[src/rtl/adder_arb_pkg.sv]
// Shared constants for the two-port adder arbiter: FSM state encoding and port indices.
package adder_arb_pkg;

    typedef enum logic [1:0] {
        ST_IDLE  = 2'd0,
        ST_GRANT = 2'd1,
        ST_EXEC  = 2'd2,
        ST_DONE  = 2'd3
    } state_t;

    localparam logic PORT0 = 1'b0;
    localparam logic PORT1 = 1'b1;

endpackage

[src/rtl/adder_8bit.sv]
// Purely combinational 8-bit adder with carry-in and carry-out.
module adder_8bit (
    input  logic [7:0] A,
    input  logic [7:0] B,
    input  logic       C,
    output logic [7:0] sum,
    output logic       carry
);

    logic [8:0] w_full;

    assign w_full = {1'b0, A} + {1'b0, B} + {8'd0, C};
    assign sum    = w_full[7:0];
    assign carry  = w_full[8];

endmodule

[src/rtl/adder_arbiter_2p.sv]
// Two requesters share one 8-bit adder; a 4-state FSM grants, latches operands,
// executes and reports the result, one operation every four cycles.
module adder_arbiter_2p
    import adder_arb_pkg::*;
#(
    parameter int FAIR = 1
) (
    input  logic       clk,
    input  logic       rst,
    input  logic       req0,
    input  logic [7:0] a0,
    input  logic [7:0] b0,
    input  logic       c0,
    input  logic       req1,
    input  logic [7:0] a1,
    input  logic [7:0] b1,
    input  logic       c1,
    output logic       gnt0,
    output logic       gnt1,
    output logic       done0,
    output logic       done1,
    output logic [7:0] sum,
    output logic       carry,
    output logic       busy
);

    state_t     r_state;
    logic       r_last_port;
    logic       r_sel;
    logic [7:0] r_a;
    logic [7:0] r_b;
    logic       r_c;
    logic [7:0] r_sum;
    logic       r_carry;
    logic       r_gnt0;
    logic       r_gnt1;
    logic       r_done0;
    logic       r_done1;
    logic       r_busy;

    logic       w_winner;
    logic [7:0] w_sum;
    logic       w_carry;

    // NOTE: every always_comb output gets a default first so no path can infer a latch.
    always_comb begin
        w_winner = PORT0;
        if (req0 && req1) begin
            // Round-robin favours the port not served last; fixed mode always favours port 0.
            w_winner = (FAIR != 0) ? ~r_last_port : PORT0;
        end else if (req1) begin
            w_winner = PORT1;
        end
    end

    adder_8bit u_adder (
        .A    (r_a),
        .B    (r_b),
        .C    (r_c),
        .sum  (w_sum),
        .carry(w_carry)
    );

    // NOTE: sequential state uses non-blocking assignments so every register sees pre-edge values.
    always_ff @(posedge clk) begin
        if (rst) begin
            r_state     <= ST_IDLE;
            r_last_port <= PORT1;
            r_sel       <= PORT0;
            r_a         <= 8'd0;
            r_b         <= 8'd0;
            r_c         <= 1'b0;
            r_sum       <= 8'd0;
            r_carry     <= 1'b0;
            r_gnt0      <= 1'b0;
            r_gnt1      <= 1'b0;
            r_done0     <= 1'b0;
            r_done1     <= 1'b0;
            r_busy      <= 1'b0;
        end else begin
            r_gnt0  <= 1'b0;
            r_gnt1  <= 1'b0;
            r_done0 <= 1'b0;
            r_done1 <= 1'b0;
            case (r_state)
                ST_IDLE: begin
                    r_busy <= 1'b0;
                    if (req0 || req1) begin
                        r_state     <= ST_GRANT;
                        r_sel       <= w_winner;
                        r_last_port <= w_winner;
                        r_gnt0      <= (w_winner == PORT0);
                        r_gnt1      <= (w_winner == PORT1);
                    end
                end
                ST_GRANT: begin
                    r_a     <= (r_sel == PORT1) ? a1 : a0;
                    r_b     <= (r_sel == PORT1) ? b1 : b0;
                    r_c     <= (r_sel == PORT1) ? c1 : c0;
                    r_busy  <= 1'b1;
                    r_state <= ST_EXEC;
                end
                ST_EXEC: begin
                    r_sum   <= w_sum;
                    r_carry <= w_carry;
                    r_done0 <= (r_sel == PORT0);
                    r_done1 <= (r_sel == PORT1);
                    r_busy  <= 1'b1;
                    r_state <= ST_DONE;
                end
                default: begin
                    r_busy  <= 1'b0;
                    r_state <= ST_IDLE;
                end
            endcase
        end
    end

    assign gnt0  = r_gnt0;
    assign gnt1  = r_gnt1;
    assign done0 = r_done0;
    assign done1 = r_done1;
    assign sum   = r_sum;
    assign carry = r_carry;
    assign busy  = r_busy;

endmodule

[config.mk]
export PLATFORM = sky130hd
export DESIGN_NAME = adder_arbiter_2p
export DESIGN_NICKNAME = d
export VERILOG_FILES = /design/src/rtl/adder_arb_pkg.sv /design/src/rtl/adder_8bit.sv /design/src/rtl/adder_arbiter_2p.sv
export SDC_FILE = /design/constraint.sdc
export NUM_CORES = 1
export LEC_CHECK = 0
export ABC_AREA = 1
export CORE_ASPECT_RATIO = 1.2
export CORE_UTILIZATION = 40
export CTS_CLUSTER_SIZE = 14
export DETAILED_ROUTE_END_ITERATION = 7
export PLACE_DENSITY = 0.68
export SKIP_CTS_REPAIR_TIMING = 1
export SLEW_MARGIN = 10
export SYNTH_ARGS = -nofsm -noshare
export SYNTH_HDL_FRONTEND = slang
export SYNTH_HIERARCHICAL = 1
export SYNTH_SLANG_ARGS = --single-unit
[constraint.sdc]
create_clock -name clk -period 1.8 [get_ports clk]
set_clock_uncertainty 0.2 [all_clocks]
set_input_delay 0.36 -clock clk [delete_from_list [all_inputs] [get_ports clk]]
set_output_delay 0.36 -clock clk [all_outputs]
set_load 0.005 [all_outputs]
==> reports/summary.txt <==
Status -> finished with violations
Failing checks -> setup timing
Post-synth EDFFs -> 0
Filler cells -> 463
Layout cells sized above 1 -> 10.53%
Seq/Total Area, Yosys -> 35.69%
Least-Margin Pin Slew -> 0.3224 ns
Pwr per Cell Area -> 1384 mW/mm^2
# clock sinks -> 35
First-pass GRT wire length -> 6.817 mm
CORE AREA -> 0.004662 mm^2
PortBufs -> 51
Routed wire length -> 3.909 mm
Area leader, netlist -> dfxtp_1
Final Wtd Congestion -> 0.7842
Async S/R FF share, synth -> 0%
Final setup TNS -> -0.4048 ns
Required time at the worst-slack endpoint -> 1.78 ns
Initial Util -> 42.11%
CP startpoint kind -> register
FMAX -> 516.8 MHz
Dpl hpwl -> 2.926 mm
Max Cap Viol -> 0
Net Count, Synth -> 341
Yosys warning total -> 6
Most frequent cells in the layout -> 76 x nand2_1, 62 x nor2_1, 51 x clkdlybuf4s50_1
Commonest non-fill, non-tap cell in the layout -> nand2_1
Antenna violations before repair -> 0
Worst IR Drop VDD -> 547.7 uV
Max FO, Critical Path -> 2
Die area -> 0.005193 mm^2
Fin crit period -> 1.935 ns
GRT overflow -> 0
Worst skew pair latency -> 0.29 ns
DRC -> 0
Syn_area_per_cell -> 6.769 um^2
RSZ-0062 raised after global routing -> yes
Io pins -> 52
ANT cells -> 0
Final Cycle Share -> 107.5%
Die height -> 78.74 um
GRT Resource Usage Total -> 16.72%
CTS buffer count -> 5
Post-Place Cells -> 391
Clk buf depth -> 2
Syn Std Cell Area -> 0.001963 mm^2
Routed vias -> 1786
Synth top area share -> 35.69%
Main synth FF type -> dfxtp_1
Die X -> 65.95 um
Synth Instances -> 290
Yosys reg bits -> 35
Area Overhead vs Synth -> 34.67%
Pre-Repair DR Iteration Count -> 4
Wire per inst -> 9.773 um
Post-synth cell types -> 25
1st-iter DRT viols -> 68
Nets@finish -> 392
Crit Path Class -> register to register
Critical path arrival -> 1.91 ns
Non-filler instance count after layout -> 400
Largest net degree at the start of global routing -> 35
H-tree levels -> 2
Count of pins over their slew limit -> 0
Vias in the first global route -> 1641
Final Hold Vio Count -> 0
Final WS setup -> -0.1349 ns
# setup viols final -> 4
R2R Setup Slk -> -0.13 ns
Relative slew slack -> 78.51%
Leak Pwr -> 1.319 nW
Hold path depth -> 2
Routed vias/inst -> 4.465
Rows -> 27
Top cells by area, synth -> dfxtp_1 36%, nand2_1 15%, nor2_1 12%
Antenna Nets Post-Route -> 0
Worst r2r path cells -> 10
CTS clk-pin slew, worst paths -> 0.08 ns
CTS root buf -> clkbuf_8
Hold Path Class -> register to register
TritonCTS clock tree -> yes
CP Capture Type -> register
## critical path, stage by stage, from the launching register on
cell	delay, ns
dfxtp_2	0.34
fa_2	0.40
fa_2	0.37
nand2_2	0.07
nand2_2	0.07
nand3b_4	0.08
nand2_2	0.05
nand2_1	0.07
nand2_1	0.05
nor2_1	0.09
nor2_1	0.04
## power by group
part | switching [W] | total, W | internal (W)
combinational | 0.000919 | 0.00173 | 0.000813
sequential | 0.000156 | 0.00120 | 0.00104
clock | 0.000281 | 0.000729 | 0.000448
total | 0.00136 | 0.00366 | 0.00230
## per-stage QoR
stage / hold WS (ns) / utilization (%) / cell area [um^2] / total power (W) / setup slack (ns)
3_5_place_dp: 0.2448 / 53.95 / 2515 / 0.002941 / -0.1398
6_report: 0.2666 / 56.71 / 2644 / 0.003659 / -0.1349
2_1_floorplan: 0.2287 / - / 1974 / 0.002470 / -0.05657
5_1_grt: 0.2945 / 56.71 / 2644 / 0.004000 / -0.2475
3_3_place_gp: 0.2406 / 53.95 / 2515 / 0.002916 / -0.09985
4_1_cts: 0.2666 / 56.47 / 2633 / 0.003693 / -0.1672
## final timing paths
path | to | start
min | r_last_port | r_last_port
min reg2reg | r_last_port | r_last_port
max reg2reg | sum[6] | r_a[0]
max | sum[6] | r_a[0]
## flip-flops by register name (all words and copies together) (netlist names)
| register | flops |
|---|---|
| busy | 1 |
| r_c | 1 |
| r_b | 8 |
| gnt1 | 1 |
| r_state | 2 |
| r_a | 8 |
| carry | 1 |
| r_sel | 1 |
| done0 | 1 |
| r_last_port | 1 |
| gnt0 | 1 |
| sum | 8 |
| done1 | 1 |
## cell families after synthesis
| logic type | synth area share [%] |
|---|---|
| and+or+nand+nor | 38.62 |
| AOI/OAI and AO/OA | 3.824 |
| DFF | 35.69 |
| adders and majority gates | 9.050 |
| xor gates and xnor gates | 1.339 |
| buffers and inverters | 11.47 |
## layout make-up
type / count / area [um^2] / share of cell area (%)
Timing Repair Buffer: 56 / 573.1 / 21.68
Clock inverter: 2 / 35.03 / 1.325
Tap cell: 58 / 72.57 / 2.745
Inverter: 34 / 127.6 / 4.827
Multi-Input combinational cell: 209 / 1050 / 39.71
Clock buffer: 6 / 82.58 / 3.124
Sequential cell: 35 / 703.2 / 26.60
## layer usage
layer  GRT usage (%)  part of all wire [%]  up-vias
met2           26.94                    47       39
met4           7.660                   1.8        0
li1                -                     -      985
met3           2.586                   2.9        5
met5               0                     0        -
met1           21.66                    48      757
## cells in the mapped netlist, types with 2 or more instances
cell type	number
nand2_1	79
inv_1	28
o21ai_1	2
o21ai_0	8
nand2_2	3
buf_2	3
xnor2_1	2
nand3_1	24
or2_4	2
ha_1	11
buf_6	4
inv_2	6
nor2_1	62
buf_4	5
dfxtp_1	35
a21oi_1	5
fa_1	2
nor2_2	2
(Power assumes the default switching activity.)
